`src/rtl/uart_tx_stream.sv`:
```
// uart_tx_stream -- parametrised UART transmitter fed by a valid/ready stream.
//
// Serialises DATA_BITS-wide words as: start (0), data LSB-first, optional
// parity bit, STOP_BITS stop bits (1). Each bit lasts DIV clock cycles, where
// DIV = (CLK_HZ + BAUD/2) / BAUD.
//
// Optional feature macro: UART_TX_FIFO_EN
//    Undefined: tx_ready_o is combinational and high in IDLE and in the final
//               cycle of the last stop bit. The start bit appears one cycle
//               after the transfer.
//    Defined:   a FIFO_DEPTH-entry FIFO sits in front of the serialiser.
//               tx_ready_o is a registered !full. The serialiser pops the
//               head in IDLE or in the final stop cycle.
//
// Ports:
//    clk_i       system clock, rising edge
//    rst_ni      asynchronous active-low reset
//    tx_data_i   word to send, LSB first
//    tx_valid_i  producer offers tx_data_i
//    tx_ready_o  block accepts tx_data_i this cycle
//    uart_out_o  serial line, idle high (registered)
//    busy_o      frame in progress or data buffered

module uart_tx_stream #(
   parameter int CLK_HZ     = 25000000,
   parameter int BAUD       = 115200,
   parameter int DATA_BITS  = 8,
   parameter int PARITY     = 0,
   parameter int STOP_BITS  = 1,
   parameter int FIFO_DEPTH = 4
) (
   input  logic                 clk_i,
   input  logic                 rst_ni,
   input  logic [DATA_BITS-1:0] tx_data_i,
   input  logic                 tx_valid_i,
   output logic                 tx_ready_o,
   output logic                 uart_out_o,
   output logic                 busy_o
);

   localparam int DIV = (CLK_HZ + BAUD / 2) / BAUD;
   localparam int CW  = (DIV < 2) ? 1 : $clog2(DIV);

   localparam logic [CW-1:0] BAUD_LAST = CW'(DIV - 1);
   localparam logic [3:0]    DATA_LAST = 4'(DATA_BITS - 1);
   localparam logic [3:0]    STOP_LAST = 4'(STOP_BITS - 1);

   // Reject configurations the serialiser cannot honour at elaboration time.
   if (DIV < 2) begin : gDivCheck
      $error("uart_tx_stream: DIV must be at least 2");
   end
   if (DATA_BITS < 5 || DATA_BITS > 9) begin : gDataCheck
      $error("uart_tx_stream: DATA_BITS must be 5..9");
   end
   if (PARITY < 0 || PARITY > 2) begin : gParCheck
      $error("uart_tx_stream: PARITY must be 0, 1 or 2");
   end
   if (STOP_BITS < 1 || STOP_BITS > 2) begin : gStopCheck
      $error("uart_tx_stream: STOP_BITS must be 1 or 2");
   end

   typedef enum logic [2:0] {
      ST_IDLE,
      ST_START,
      ST_DATA,
      ST_PARITY,
      ST_STOP
   } state_e;

   state_e                 state_q, state_d;
   logic [CW-1:0]          baudCnt_q, baudCnt_d;
   logic [3:0]             bitCnt_q, bitCnt_d;
   logic [DATA_BITS-1:0]   shift_q, shift_d;
   logic                   parity_q, parity_d;
   logic                   uartOut_q, uartOut_d;

   logic                   bitDone;
   logic                   lastStop;
   logic                   canStart;
   logic                   startFrame;
   logic                   loadFrame;
   logic [DATA_BITS-1:0]   loadData;

   // A new frame may begin when the line is idle or when the last stop bit
   // is in its final cycle, which gives back-to-back frames with no gap.
   assign bitDone  = (baudCnt_q == BAUD_LAST);
   assign lastStop = (state_q == ST_STOP) && bitDone && (bitCnt_q == STOP_LAST);
   assign canStart = (state_q == ST_IDLE) || lastStop;

`ifdef UART_TX_FIFO_EN
   localparam int AW = $clog2(FIFO_DEPTH);
   localparam logic [AW:0] FULL_CNT = (AW + 1)'(FIFO_DEPTH);

   if (FIFO_DEPTH < 2 || (FIFO_DEPTH & (FIFO_DEPTH - 1)) != 0) begin : gFifoCheck
      $error("uart_tx_stream: FIFO_DEPTH must be a power of two >= 2");
   end

   logic [DATA_BITS-1:0] mem_q [FIFO_DEPTH];
   logic [AW-1:0]        wrPtr_q, rdPtr_q;
   logic [AW:0]          count_q, count_d;
   logic                 ready_q;
   logic                 push, pop;

   // Ready is registered and only reflects fullness, so a push can never
   // land on a full FIFO. Push and pop in one cycle leave the count unchanged.
   assign push       = tx_valid_i && ready_q;
   assign pop        = (count_q != '0) && canStart;
   assign startFrame = pop;
   assign loadData   = mem_q[rdPtr_q];
   assign tx_ready_o = ready_q;
   assign busy_o     = (state_q != ST_IDLE) || (count_q != '0);

   // Occupancy after this cycle's push/pop, used for both count and ready.
   always_comb begin
      count_d = count_q;
      case ({push, pop})
         2'b10:   count_d = count_q + 1'b1;
         2'b01:   count_d = count_q - 1'b1;
         default: count_d = count_q;
      endcase
   end

   // FIFO pointers, count and the registered ready flag. Pointers wrap
   // naturally because the depth is a power of two.
   always_ff @(posedge clk_i or negedge rst_ni) begin
      if (!rst_ni) begin
         wrPtr_q <= '0;
         rdPtr_q <= '0;
         count_q <= '0;
         ready_q <= 1'b1;
      end else begin
         if (push) wrPtr_q <= wrPtr_q + 1'b1;
         if (pop)  rdPtr_q <= rdPtr_q + 1'b1;
         count_q <= count_d;
         ready_q <= (count_d != FULL_CNT);
      end
   end

   // Storage needs no reset: entries are only read after being written.
   always_ff @(posedge clk_i) begin
      if (push) mem_q[wrPtr_q] <= tx_data_i;
   end
`else
   // Without buffering the stream handshake drives the serialiser directly.
   assign startFrame = tx_valid_i && canStart;
   assign loadData   = tx_data_i;
   assign tx_ready_o = canStart;
   assign busy_o     = (state_q != ST_IDLE);
`endif

   // Next-state logic. The baud counter free-runs 0..DIV-1 inside a frame and
   // is forced to zero in IDLE so every frame starts with a fresh bit period.
   // The line level is derived from the next state so uart_out_o can be a
   // plain register that resets high.
   always_comb begin
      state_d   = state_q;
      baudCnt_d = bitDone ? '0 : baudCnt_q + 1'b1;
      bitCnt_d  = bitCnt_q;
      shift_d   = shift_q;
      parity_d  = parity_q;
      loadFrame = 1'b0;
      uartOut_d = 1'b1;

      case (state_q)
         ST_IDLE: begin
            baudCnt_d = '0;
            if (startFrame) begin
               state_d   = ST_START;
               loadFrame = 1'b1;
            end
         end
         ST_START: begin
            if (bitDone) begin
               state_d  = ST_DATA;
               bitCnt_d = '0;
            end
         end
         ST_DATA: begin
            if (bitDone) begin
               shift_d = shift_q >> 1;
               if (bitCnt_q == DATA_LAST) begin
                  bitCnt_d = '0;
                  state_d  = (PARITY != 0) ? ST_PARITY : ST_STOP;
               end else begin
                  bitCnt_d = bitCnt_q + 1'b1;
               end
            end
         end
         ST_PARITY: begin
            if (bitDone) begin
               state_d  = ST_STOP;
               bitCnt_d = '0;
            end
         end
         ST_STOP: begin
            if (bitDone) begin
               if (bitCnt_q == STOP_LAST) begin
                  bitCnt_d = '0;
                  if (startFrame) begin
                     state_d   = ST_START;
                     loadFrame = 1'b1;
                  end else begin
                     state_d = ST_IDLE;
                  end
               end else begin
                  bitCnt_d = bitCnt_q + 1'b1;
               end
            end
         end
         default: state_d = ST_IDLE;
      endcase

      // Capturing the word and its parity at frame start keeps the frame
      // immune to later changes on the input.
      if (loadFrame) begin
         baudCnt_d = '0;
         shift_d   = loadData;
         parity_d  = (PARITY == 1) ? ~(^loadData) : (^loadData);
      end

      case (state_d)
         ST_IDLE:   uartOut_d = 1'b1;
         ST_START:  uartOut_d = 1'b0;
         ST_DATA:   uartOut_d = shift_d[0];
         ST_PARITY: uartOut_d = parity_d;
         ST_STOP:   uartOut_d = 1'b1;
         default:   uartOut_d = 1'b1;
      endcase
   end

   // Serialiser state. Reset abandons any partial frame and drives the line
   // high immediately.
   always_ff @(posedge clk_i or negedge rst_ni) begin
      if (!rst_ni) begin
         state_q   <= ST_IDLE;
         baudCnt_q <= '0;
         bitCnt_q  <= '0;
         shift_q   <= '0;
         parity_q  <= 1'b0;
         uartOut_q <= 1'b1;
      end else begin
         state_q   <= state_d;
         baudCnt_q <= baudCnt_d;
         bitCnt_q  <= bitCnt_d;
         shift_q   <= shift_d;
         parity_q  <= parity_d;
         uartOut_q <= uartOut_d;
      end
   end

   assign uart_out_o = uartOut_q;

endmodule
```
`config.mk`:
```
export PLATFORM = sky130hd
export DESIGN_NAME = uart_tx_stream
export DESIGN_NICKNAME = d
export VERILOG_FILES = /design/src/rtl/uart_tx_stream.sv
export SDC_FILE = /design/constraint.sdc
export NUM_CORES = 1
export LEC_CHECK = 0
export BUFFER_PORTS_ARGS = -buffer_cell sky130_fd_sc_hd__buf_2
export CORE_ASPECT_RATIO = 1.2
export CORE_UTILIZATION = 48
export DETAILED_ROUTE_END_ITERATION = 6
export PLACE_DENSITY = 0.75
export SETUP_SLACK_MARGIN = 0.1
export SYNTH_ARGS = -nofsm -noshare
export SYNTH_HDL_FRONTEND = slang
export SYNTH_SLANG_ARGS = --single-unit
```
`constraint.sdc`:
```
create_clock -name clk_i -period 2.1 [get_ports clk_i]
set_clock_uncertainty 0.2 [all_clocks]
set_input_delay 0.42 -clock clk_i [delete_from_list [all_inputs] [get_ports clk_i]]
set_output_delay 0.42 -clock clk_i [all_outputs]
set_load 0.01 [all_outputs]
```
==> results.toml <==
[run_status]
status = "complete, but fails checks"
violations = "negative setup slack"

[place]
portBuffers = 13
dp_hpwl_um = 2080
finalWeightedCongestion = 0.773
placedCellCount = 188
place_ws_ns = -0.000614

[floorplan]
fp.dieArea_mm2 = 0.00316
die_y_um = 61.3
placement_rows = 21
core_area_mm2 = 0.00279
die-width_um = 51.5
io_pins = 14
start_util_pct = 50.6

[routing]
drt_iter0_drc = 32
route.vias.total = 1116
wl_um = 2940
routed_via_density = 5.58
drc_errors = 0
first_pass_iters = 4
ant_nets = 0
wl_per_cell_um = 14.7

[power]
powerDensity_mw_per_mm2 = 711
p_int_mw = 0.816
irDropWorstVdd_uv = 494
pwr-share-clk_pct = 18.7
swShare_pct = 31.8
p_switching_mw = 0.380
pwr-share-comb_pct = 26.7
seq_power_share_pct = 54.6
p_leak_nw = 0.843

[global_routing]
grt_usage_pct = 20.9
grt_pass1_wl_um = 4890
grt-ovfl-total = 0
grt_max_degree = 26
grt_pass1_vias = 1122
antenna_found_initial = 0

[sta]
drv_slew = 0
worst_slew_pin_slew_ns = 0.574
whs_ns = 0.131
setup_viol = 8
maxSlewHeadroom_pct = 61.7
clock.fmax_mhz = 415
final_hold_viol_count = 0
rsz0062_at_grt = "true"
timing.final.crit_share_pct = 115
fin_ws_ns = -0.311
fin_crit_ns = 2.41

[logic_synthesis]
synth_enable_flop_cells = 0
synth_nets = 153
synthTopCellsByCount = "24 x dfrtp_1, 14 x nor2_1, 10 x nand2_1, 9 x nand3_1"
synth_top_area_cell = "dfrtp_1"
ys_warn_count = 0
synth-async-reset-ratio_pct = 100
syn_area_per_cell_um2 = 10.2
synthFlopType = "dfrtp_1"
synth_cell_types = 42
netlist_area_mm2 = 0.00141
yosysMostFrequentCell = "dfrtp_1"
ys_seq_elements = 25
synth_cells = 138
synth_top_area_share_pct = 42.6
synthTopCellsByArea = "dfrtp_1 43%, xnor2_1 5.0%, nor2_1 3.7%"
ys_seq_area_share_pct = 44.5

[worst_hold_path]
worstHoldPathType = "in2reg"

[cts]
clockBufferDepth = 2
clk_pin_slew_worst_paths_ns = 0.15
cts_tree = "done"
cts_sinks = 25
clk_latency_ns = 0.32
cts_buffers = 3
cts-htree-levels = 1
root_buffer = "clkbuf_4"

[critical_path]
crit_required_ns = 1.48
start_kind = "flip-flop"
cp-end-kind = "primary output"
arrival_ns = 1.79
cp_max_fo = 2
path_class = "reg2out"

[final_layout]
fin_util_pct = 60.4
nets = 182
areaGrowthSynthToFinish_pct = 19.4
final_cells = 200
fill_cells = 236
antenna-diode-count = 0
drive_above_1_share_pct = 31.9

[run]
max_cap_violations = 0
power by group through the flow:
stage | logic, mW | clock network, mW | registers (mW)
final | 0.319 | 0.224 | 0.654
after global routing | 0.356 | 0.253 | 0.667
after CTS | 0.316 | 0.232 | 0.653
after detailed placement | 0.298 | 0 | 0.667
after global placement | 0.282 | 0 | 0.656
after floorplan | 0.200 | 0 | 0.651
metal layers:
layer / wire, µm / global-route usage, % / share of wire (%)
met5: 0 / 0 / 0
met2: 1630 / 38.0 / 55
met1: 1220 / 24.9 / 42
met4: 6 / 6.95 / 0.20
met3: 83 / 3.70 / 2.8
stage by stage:
stage	setup TNS (ns)	total power, mW	area [µm²]
5_1_grt	-1.51	1.28	1680
3_5_place_dp	-0.000614	0.965	1540
6_report	-0.609	1.20	1680
3_3_place_gp	0	0.938	1540
4_1_cts	-0.586	1.20	1650
2_1_floorplan	0	0.850	1410
cell usage in the layout, fill, tap and decap left out, types with 2 or more instances in the layout:
cell      instances
xnor2_1           8
nor2_1           13
xor2_1            5
dfrtp_2           3
nand3_1           9
and3b_1           2
nand2_1           9
and2_1            2
buf_4            13
o22ai_2           2
nor3_1            2
nor2b_1           2
ha_1              4
o21ai_0           2
buf_6             2
a21o_1            6
clkbuf_4          3
inv_1             8
and3_1            3
o21ai_1           2
a22o_1            6
buf_2            13
dfrtp_1          21
sequential cells by signal (all words and copies together), names as in the netlist:
| signal | count |
|---|---|
| baudCnt_q | 8 |
| bitCnt_q | 4 |
| parity_q | 1 |
| shift_q | 8 |
| state_q | 3 |
| uart_out_o | 1 |
cell type report:
cell class                 instances  area [µm²]  area share, %
timing repair buffer              29         195           11.6
sequential                        25         631           37.5
multi-input combinational        100         754           44.8
clock buffer                       3        22.5           1.34
inverter                           8        30.0           1.78
tap                               34        42.5           2.53
clock inverter                     1        7.51          0.446
critical path, cell delays in order, from the launching register on:
cell     delay [ns]
dfrtp_1        0.43
inv_1          0.06
ha_1           0.13
or3b_4         0.39
o31ai_4        0.19
and2_1         0.15
buf_2          0.12
kinds of logic (layout without fill, tap and decap cells):
logic type	after synthesis	in the layout	synth area share, %
flip-flops	25	25	44.5
XOR/XNOR	13	13	8.08
AO/OA/AOI/OAI	27	27	15.4
buffers and inverters	13	41	4.88
multiplexers	1	1	0.711
adder cells (fa/ha/maj)	4	4	3.55
AND/OR/NAND/NOR	55	55	22.9
path summary, 6_finish.rpt:
check                             start          end  slack [ns]  depth (start not counted)
min reg2reg                  shift_q[4]   shift_q[4]        0.30                          1
max in group asynchronous        rst_ni   state_q[0]        0.89                          2
max                         bitCnt_q[1]   tx_ready_o       -0.31                          6
min                        tx_data_i[0]   shift_q[0]        0.13                          3
min in group asynchronous        rst_ni  bitCnt_q[1]        0.40                          2
max reg2reg                 bitCnt_q[1]   shift_q[3]       -0.06                          9
timing repair:
action,CTS,global route
resized for setup,10,6
hold endpoints to repair,24,0
buffers inserted,6,1
hold buffers,1,0
endpoints found under the setup margin,11,16
pin swaps,5,3
Note: power is estimated with default switching activity, not from simulation.
